**src/rtl/id_ex_pipe_reg.sv**
```systemverilog
// ID/EX pipeline register: captures decoded control and operands for EX, with stall, bubble and valid tag.
// Define ID_EX_BUBBLE_COUNT_EN to add the saturating bubble_count output.
module id_ex_pipe_reg #(
    parameter int XLEN = 64,
    parameter int RA_W = 5
) (
    input  logic            clk,
    input  logic            reset,
    input  logic            stall,
    input  logic            flush,
    input  logic            id_valid,
    input  logic            id_MemRead,
    input  logic            id_MemtoReg,
    input  logic            id_MemWrite,
    input  logic            id_RegWrite,
    input  logic            id_Branch,
    input  logic            id_ALUSrc,
    input  logic [1:0]      id_ALUop,
    input  logic [XLEN-1:0] id_pc,
    input  logic [XLEN-1:0] id_rs1_data,
    input  logic [XLEN-1:0] id_rs2_data,
    input  logic [XLEN-1:0] id_imm,
    input  logic [RA_W-1:0] id_rs1,
    input  logic [RA_W-1:0] id_rs2,
    input  logic [RA_W-1:0] id_rd,
    input  logic [3:0]      id_funct,
    output logic            ex_valid,
    output logic            ex_MemRead,
    output logic            ex_MemtoReg,
    output logic            ex_MemWrite,
    output logic            ex_RegWrite,
    output logic            ex_Branch,
    output logic            ex_ALUSrc,
    output logic [1:0]      ex_ALUop,
    output logic [XLEN-1:0] ex_pc,
    output logic [XLEN-1:0] ex_rs1_data,
    output logic [XLEN-1:0] ex_rs2_data,
    output logic [XLEN-1:0] ex_imm,
    output logic [RA_W-1:0] ex_rs1,
    output logic [RA_W-1:0] ex_rs2,
    output logic [RA_W-1:0] ex_rd,
    output logic [3:0]      ex_funct,
    output logic            ex_load_hazard
`ifdef ID_EX_BUBBLE_COUNT_EN
    ,
    output logic [31:0]     bubble_count
`endif
);

    typedef struct packed {
        logic       mem_read;
        logic       mem_to_reg;
        logic       mem_write;
        logic       reg_write;
        logic       branch;
        logic       alu_src;
        logic [1:0] alu_op;
    } ctrl_t;

    typedef struct packed {
        logic [XLEN-1:0] pc;
        logic [XLEN-1:0] rs1_data;
        logic [XLEN-1:0] rs2_data;
        logic [XLEN-1:0] imm;
        logic [RA_W-1:0] rs1;
        logic [RA_W-1:0] rs2;
        logic [RA_W-1:0] rd;
        logic [3:0]      funct;
    } data_t;

    ctrl_t ctrl_d, ctrl_q;
    data_t data_d, data_q;
    logic  valid_q;

    // NOTE: every field gets a default first so no path through the block can infer a latch.
    always_comb begin
        ctrl_d            = '0;
        ctrl_d.mem_read   = id_MemRead  & id_valid;
        // MemtoReg is a don't-care from the decoder unless the instruction writes a register.
        ctrl_d.mem_to_reg = id_MemtoReg & id_RegWrite & id_valid;
        ctrl_d.mem_write  = id_MemWrite & id_valid;
        ctrl_d.reg_write  = id_RegWrite & id_valid;
        ctrl_d.branch     = id_Branch   & id_valid;
        ctrl_d.alu_src    = id_ALUSrc   & id_valid;
        ctrl_d.alu_op     = id_ALUop    & {2{id_valid}};

        data_d          = '0;
        data_d.pc       = id_pc;
        data_d.rs1_data = id_rs1_data;
        data_d.rs2_data = id_rs2_data;
        data_d.imm      = id_imm;
        data_d.rs1      = id_rs1;
        data_d.rs2      = id_rs2;
        data_d.rd       = id_rd;
        data_d.funct    = id_funct;
    end

    // NOTE: non-blocking assignments keep all registers sampling pre-edge values.
    always_ff @(posedge clk) begin
        if (reset || flush) begin
            valid_q <= 1'b0;
            ctrl_q  <= '0;
            data_q  <= '0;
        end else if (!stall) begin
            valid_q <= id_valid;
            ctrl_q  <= ctrl_d;
            data_q  <= data_d;
        end
    end

    assign ex_valid    = valid_q;
    assign ex_MemRead  = ctrl_q.mem_read;
    assign ex_MemtoReg = ctrl_q.mem_to_reg;
    assign ex_MemWrite = ctrl_q.mem_write;
    assign ex_RegWrite = ctrl_q.reg_write;
    assign ex_Branch   = ctrl_q.branch;
    assign ex_ALUSrc   = ctrl_q.alu_src;
    assign ex_ALUop    = ctrl_q.alu_op;
    assign ex_pc       = data_q.pc;
    assign ex_rs1_data = data_q.rs1_data;
    assign ex_rs2_data = data_q.rs2_data;
    assign ex_imm      = data_q.imm;
    assign ex_rs1      = data_q.rs1;
    assign ex_rs2      = data_q.rs2;
    assign ex_rd       = data_q.rd;
    assign ex_funct    = data_q.funct;

    assign ex_load_hazard = valid_q & ctrl_q.mem_read & (data_q.rd != '0);

`ifdef ID_EX_BUBBLE_COUNT_EN
    logic [31:0] bubble_q;
    logic        load_bubble;

    assign load_bubble = flush | (~stall & ~id_valid);

    always_ff @(posedge clk) begin
        if (reset) begin
            bubble_q <= '0;
        end else if (load_bubble && (bubble_q != 32'hFFFF_FFFF)) begin
            bubble_q <= bubble_q + 32'd1;
        end
    end

    assign bubble_count = bubble_q;
`endif

endmodule

```
**config.mk**
```make
export PLATFORM = sky130hd
export DESIGN_NAME = id_ex_pipe_reg
export DESIGN_NICKNAME = d
export VERILOG_FILES = /design/src/rtl/id_ex_pipe_reg.sv
export SDC_FILE = /design/constraint.sdc
export NUM_CORES = 1
export LEC_CHECK = 0
export BUFFER_PORTS_ARGS = -buffer_cell sky130_fd_sc_hd__buf_2
export CAP_MARGIN = 20
export CORE_AREA = 2 2 225 227
export DETAILED_ROUTE_END_ITERATION = 12
export DIE_AREA = 0 0 227 229
export GPL_ROUTABILITY_DRIVEN = 1
export GPL_TIMING_DRIVEN = 0
export PLACE_DENSITY = 0.44
export REMOVE_ABC_BUFFERS = 1
export SLEW_MARGIN = 15
export SYNTH_ARGS = -nofsm -noshare
export SYNTH_HDL_FRONTEND = slang
export SYNTH_SLANG_ARGS = --single-unit
```
**constraint.sdc**
```tcl
create_clock -name clk -period 2.1 [get_ports clk]
set_input_delay 0.42 -clock clk [delete_from_list [all_inputs] [get_ports clk]]
set_output_delay 0.42 -clock clk [all_outputs]
set_load 0.02 [all_outputs]
```
# Yosys cells after proc, flatten, opt, wreduce, memory -nomap -nowiden
# Cells that the tools add are included.
dict set report op_classes {
  n_bitwise 10
  reduce_logical 2
}
# op count
set ops {}
lappend ops {{AND 1 bit} 9}
lappend ops {{nonzero test 5 bit} 1}
lappend ops {{AND 2 bit} 1}
lappend ops {{logical OR 1 bit} 1}
dict set report word_totals {
  elab_cells 28
  output_inout_bits 285
  input_bits 288
  ff_bits 284
}

# Longest topological paths before layout
# Gate-level depths: netlist (run 1).
dict set report depth {
  word_depth 2
  depth_mapped 5
  ltp_nobuf 2
}

# Worst setup path after synthesis (run 1)
# No wires, ideal clock.
dict set report synth_timing {
  path_type {register -> output}
  start {register data_q, in the netlist ex_rd[4]}
  end {output ex_load_hazard}
  arrival_time_ps 1106
  required_ps 1680
  n_path_buf 0
  path_stages_with_launch 3
  slack_ps 574
  path_cell_list {dfxtp_1 or3_1 o311a_1}
}
dict set report synth_between {
  elab_chain_len 2
}
# item line
set synth_lines {}
lappend synth_lines {{start, declared} 72} ;# data_t data_d, data_q;
lappend synth_lines {{start signal, assigned} 107} ;# data_q <= data_d;
lappend synth_lines {{nonzero test 5 bit} 128} ;# assign ex_load_hazard = valid_q & ctrl_q.mem_read & (data_q.rd != '0);
lappend synth_lines {{AND 1 bit} 128}
lappend synth_lines {{end, declared} 43} ;# output logic ex_load_hazard
# No other way between the ends.

# Worst setup path after layout (run 1)
# Ends and elaborated chain as after synthesis.

==> metrics, run 1 <==
number of distinct library cells after synthesis 15; hold buffer count at CTS 0; Critical Path Sink Type output port; flops & latches, synth 284; Worst path max stage delay 360 ps; Pre-Repair DR Iteration Count 5; Post-synth top flop dfxtp_1; final instance area 14700 um^2; # DRC 0; gr usage total 11.6%; Fmax 481 MHz; CTS Buf Count 35; post-synthesis sequential area ratio 55.6%; asr flop ratio synth 0%; core area 49700 um^2; Worst-Margin Slew 697 ps; DP Area 13500 um^2; syn avg cell area 11.0 um^2; Die Wd 227 um; largest net degree at the start of global routing 82; antenna viol nets, final 0; worst r2r src ex_MemRead; top-count cell post-synth dfxtp_1; critical path class reg -> out; Top Usage Layer GRT met2; Final Hold Viols 0; n_diodes 0; status completed; vias per cell 3.88; Initial Utilization 20.6%; Via Count 8425; Die Height 229 um; DR WL/cell 14.6 um; I/O Pins 573; CTS clk-pin slew, worst paths 60 ps; global-route wire length before repair 47100 um; area of the die 52000 um^2; Worst Hold Class in -> reg; worst-case hold path end point ex_imm[40]; Final Cycle Share 99.1%; PortBufs 572; area leader, netlist dfxtp_1; routing usage on met2 21.1%; Worst R2R Setup Slack 1320 ps; synthesis-to-layout area growth 43.7%; Root Driver clkbuf_16; HP Start id_imm[40]; DP HPWL 23600 um; post-CTS setup buffer count 0; Synth warnings 0; EDFF count, synth 0; vias in the first global route 8408; placed insts 2114; GR Overflow Total 0; synth top area cells dfxtp_1 (56%), mux2i_1 (27%), nor2_1 (10%), buf_6 (3.5%), buf_4 (2.1%); Slew HR 53.5%; worst path required time 1680 ps; share of cells above drive strength 1 42.0%; unrepaired setup endpoints after global routing yes; cell chain of the critical path or3_1, o311a_1, buf_6; WL final 31800 um; GR Layer Usage met1 12.1%; Pleak 0.00766 uW; buffer depth of the longest clock path 3; Mapped Area 10200 um^2; P per Cell Area 891 nW/um^2; Critical Path Source Type flop; Clock Latency Late Sink 520 ps; crit path time final 2080 ps; row cnt 82; Crit-path slowest cell or3_1; worst clock skew 0 ps; TritonCTS clock tree done; capturing point of the worst reg2reg path ex_MemRead; met3 usage 4.43%; Yosys top cell area share 55.6%; Final Max Tran Viols 0; Hold Path Cell Cnt 3; CTS H-tree lvls 2; commonest cells in the netlist dfxtp_1 (284), mux2i_1 (276), nor2_1 (276), buf_6 (32), buf_4 (28); GP Congestion 0.755; final number of setup-violating endpoints 0; initial antenna violation count 2; reg2reg path depth 2; CP max FO 3; Post-Synthesis Cells 929; max-cap violations 0; drt initial violations 201; critical path arrival 1660 ps; CTS sink count 284; nets 1767; Non-Filler Instances 2174; Max VDD drop 0.440 mV
per-layer routing:
metal | part of all wire, % | up-vias | wire (um)
li1 | - | 4184 | -
met2 | 50 | 326 | 15900
met3 | 9.3 | 55 | 2970
met5 | 0.085 | - | 27
met4 | 2.4 | 4 | 773
met1 | 38 | 3856 | 12100
report_power, final:
group | internal (uW) | total (uW) | switching, uW
registers | 5570 | 5660 | 87.4
clock network | 3800 | 6090 | 2300
logic | 608 | 1350 | 743
cells by family (layout without fill, tap and decap cells):
group	count (synthesis)	count (layout)	synth area share, %
and+or+nand+nor	294	294	11.1
DFF	284	284	55.6
muxes	276	276	27.0
buffers and inverters	66	639	5.83
AOI/OAI and AO/OA	9	9	0.489
placed cells by master, fill, tap and decap left out:
cell and count:
nand3b_1 7, or2_4 1, nor2_1 276, o311a_1 1
clkbuf_16 37, buf_12 1, nand4b_1 1, a21oi_1 8
clkbuf_8 6, dfxtp_1 282, bufinv_16 3, nand2_1 8
buf_8 1, or3_1 1, clkinv_2 2, clkbuf_1 11
buf_2 570, mux2i_1 276, buf_6 1, clkinv_4 1
buf_16 6, dfxtp_2 2
final cells by class:
cell class              instances  area [um^2]
clock buffers                  54         1050
clock inverters                 6          109
fillers                      5381        35000
multi-input cells             579         3960
flip-flops and latches        284         5690
well taps                     672          841
repair buffers                579         3060
through the flow:
stage                     util, %  worst slack, ps  hold slack, ps  setup TNS [ps]  power [uW]
after floorplan                 -            -3220             536         -913550        6440
after global placement       26.9            -6470             450        -1818160        7330
after detailed placement     27.3             -269             454          -18150        7140
after CTS                    29.6            -35.0            82.7           -35.0       13400
after global routing         29.6            -61.2            98.0           -61.2       13700
final                        29.6             19.2             125               0       13100
worst max path at each step:
stage	start	end	slack, ps	cells after the start
after floorplan	reset	ex_funct[0]	-3220	2
after global placement	reset	ex_rs2_data[22]	-6470	3
after detailed placement	stall	ex_imm[24]	-270	5
after CTS	ex_rd[4]	ex_load_hazard	-30	3
after global routing	ex_rd[4]	ex_load_hazard	-60	3
final	ex_rd[4]	ex_load_hazard	20	3
what timing repair did:
| action | in CTS | in global routing |
|---|---|---|
| endpoints found under the setup margin | 1 | 1 |
| hold endpoints to repair | 0 | 0 |
| resized for setup | 4 | 0 |
| pin swaps | 0 | 0 |
sequential cells by signal (all words and copies together) (netlist names):
signal       cells
ex_imm          64
ex_pc           64
ex_rs1_data     64
ex_rs2_data     64
ex_rd            5
ex_rs1           5
ex_rs2           5
ex_funct         4
ex_ALUop         2
ex_ALUSrc        1
ex_Branch        1
ex_MemRead       1
ex_MemWrite      1
ex_MemtoReg      1
ex_RegWrite      1
ex_valid         1
worst max-delay path, delay by kind of cell, from the launching register on:
kind | cells | cell delay [ps]
compound gates | 1 | 310
flops | 1 | 330
buf+inv | 1 | 140
simple gates | 1 | 360
Note: power is estimated with default switching activity, not from simulation.
==> run 2, diff against run 1 <==
==> constraint.sdc (replaced) <==
create_clock -name clk -period 2.1 [get_ports clk]
set_input_delay 0.42 -clock clk [delete_from_list [all_inputs] [get_ports clk]]
set_output_delay 0.42 -clock clk [all_outputs]
set_load 0.01 [all_outputs]
==> run 2 against run 1 <==
  * Count of clock-buffer cells in the layout unchanged
  * Core utilization hardly changed
  * First-iteration DRC count rose by 0.50%
  * Critical path depth did not move
  * Wire length about the same
  * Clock skew stayed put
  * Global-route usage is the same
  * Register-to-register slack about the same
  * Power fell by 1.0%
  * Maximum frequency increased by 1.5%
  * Via count about the same
  * Final area is essentially flat
  * Critical path type unchanged
==> metrics, run 2 (synthesis gave the netlist of run 1 again) <==
worst path required time 1680 ps (about the same); Max VDD drop 0.436 mV (-0.99%); DR WL/cell 14.6 um (about the same); final number of setup-violating endpoints 0 (unchanged); area of the die 52000 um^2 (unchanged); nets 1768 (+0.057%); I/O Pins 573 (unchanged); Die Height 229 um (unchanged); CTS H-tree lvls 2 (unchanged); Setup TNS 0 ps (unchanged); largest net degree at the start of global routing 82 (unchanged); Die Wd 227 um (unchanged); Slew HR 53.4% (-0.14 points); Pre-Repair DR Iteration Count 4 (-1); Pleak 0.00766 uW (about the same); synthesis-to-layout area growth 43.8% (about the same); fin worst setup slack 49.1 ps (+30.0 ps); CP top delay family simple AND/OR/NAND/NOR gates; crit path time final 2050 ps (-30.0 ps); GP Congestion 0.755 (unchanged); global-route wire length before repair 47100 um (about the same); GR Overflow Total 0 (unchanged); Worst-Margin Slew 699 ps (+2.16 ps); antenna viol nets, final 0 (unchanged); DP HPWL 23600 um (unchanged); unrepaired setup endpoints after global routing yes; Clock Latency Late Sink 520 ps (about the same); n_diodes 0 (unchanged); Crit-path slowest cell or3_1; CTS sink count 284 (unchanged); drt initial violations 202 (+0.50%); Critical Path Sink Type output port; CTS Buf Count 35 (unchanged); commonest non-fill, non-tap cells in the layout buf_2 (570), dfxtp_1 (282), mux2i_1 (276), nor2_1 (276), clkbuf_16 (37); Non-Filler Instances 2175 (+0.046%); fin util 29.6% (about the same); hold buffer count at CTS 0 (unchanged); cell chain of the critical path or3_1, o311a_1, buf_6; Final Cycle Share 97.7% (-1.4 points); placed insts 2114 (unchanged); Fmax 488 MHz (+1.5%); stages on the worst setup path 3 (unchanged); critical path arrival 1630 ps (-30 ps); Critical Path Source Type flop; Via Count 8428 (+0.036%); status completed; met1 wire length 12100 um (-0.14%); Worst path max stage delay 360 ps (about the same); gr usage total 11.6% (unchanged); CP max FO 2 (-1); initial antenna violation count 2 (unchanged); Hold Path Cell Cnt 3 (unchanged); PortBufs 572 (unchanged); vias in the first global route 8416 (+0.095%); WL final 31800 um (about the same); commonest non-fill, non-tap cell in the layout buf_2; Max Used Layer met5; Setup WS pre-CTS -269 ps (unchanged); Root Driver clkbuf_16; core area 49700 um^2 (unchanged); Final Hold Viols 0 (unchanged); max-cap violations 0 (unchanged); vias per cell 3.87 (about the same); reg2reg path depth 2 (unchanged); WP buf/inv 1 (unchanged); P per Cell Area 881 nW/um^2 (-1.0%); Final Max Tran Viols 0 (unchanged); buffer depth of the longest clock path 3 (unchanged); met2 wire length 15900 um (+0.27%); # DRC 0 (unchanged); CTS clk-pin slew, worst paths 60 ps (about the same); row cnt 82 (unchanged); WL met3 2940 um (-1.0%); critical path class reg -> out; TritonCTS clock tree done; power after layout 13000 uW (-1.0%); Initial Utilization 20.6% (unchanged); share of cells above drive strength 1 42.0% (about the same); Worst Hold Class in -> reg; worst clock skew 0 ps (unchanged)
-- run 2: cell types whose count changed in the layout (fill, tap and decap cells not counted), sizes merged --
| cell | change |
|---|---|
| buf | +1 |
-- run 2: final timing paths --
check | from | to | slack, ps
worst max-delay path | ex_rd[4] | ex_load_hazard | 50
worst min-delay path | id_imm[40] | ex_imm[40] | 130
worst max register to register | ex_MemRead | ex_MemRead | 1310
worst min register to register | ex_ALUSrc | ex_ALUSrc | 460
-- run 2: per-stage QoR --
step / hold WS [ps] / instance area, um^2
after detailed placement: 454 / 13500
after CTS: 82.7 / 14700
after global routing: 98.0 / 14700
final: 125 / 14700
after global placement: 450 / 13300
after floorplan: 483 / 9640
-- run 2: repair_timing --
action	in CTS	in global routing
setup endpoints to repair	1	1
buffers inserted	1	0
resized for setup	4	0
-- run 2: power by group --
part           switching [uW]  internal, uW
registers                87.1          5570
clock network            2300          3800
logic                     611           608
total                    3000          9970
-- run 2: layout make-up --
type | instances | area, um^2
tap | 672 | 841
timing repair buffer | 580 | 3070
multi-input combinational | 579 | 3960
fill | 5381 | 34900
sequential | 284 | 5690
clock inverter | 6 | 109
clock buffer | 54 | 1050
-- run 2: routing by layer --
layer / track usage [%] / vias up
li1: - / 4186
met1: 12.1 / 3861
met2: 21.1 / 321
met3: 4.43 / 56
met4: 3.68 / 4
met5: 0 / -
-- run 2: tightest hold or removal path, stage by stage --
cell,delay [ps]
buf_2,70
mux2i_1,50
nor2_1,70
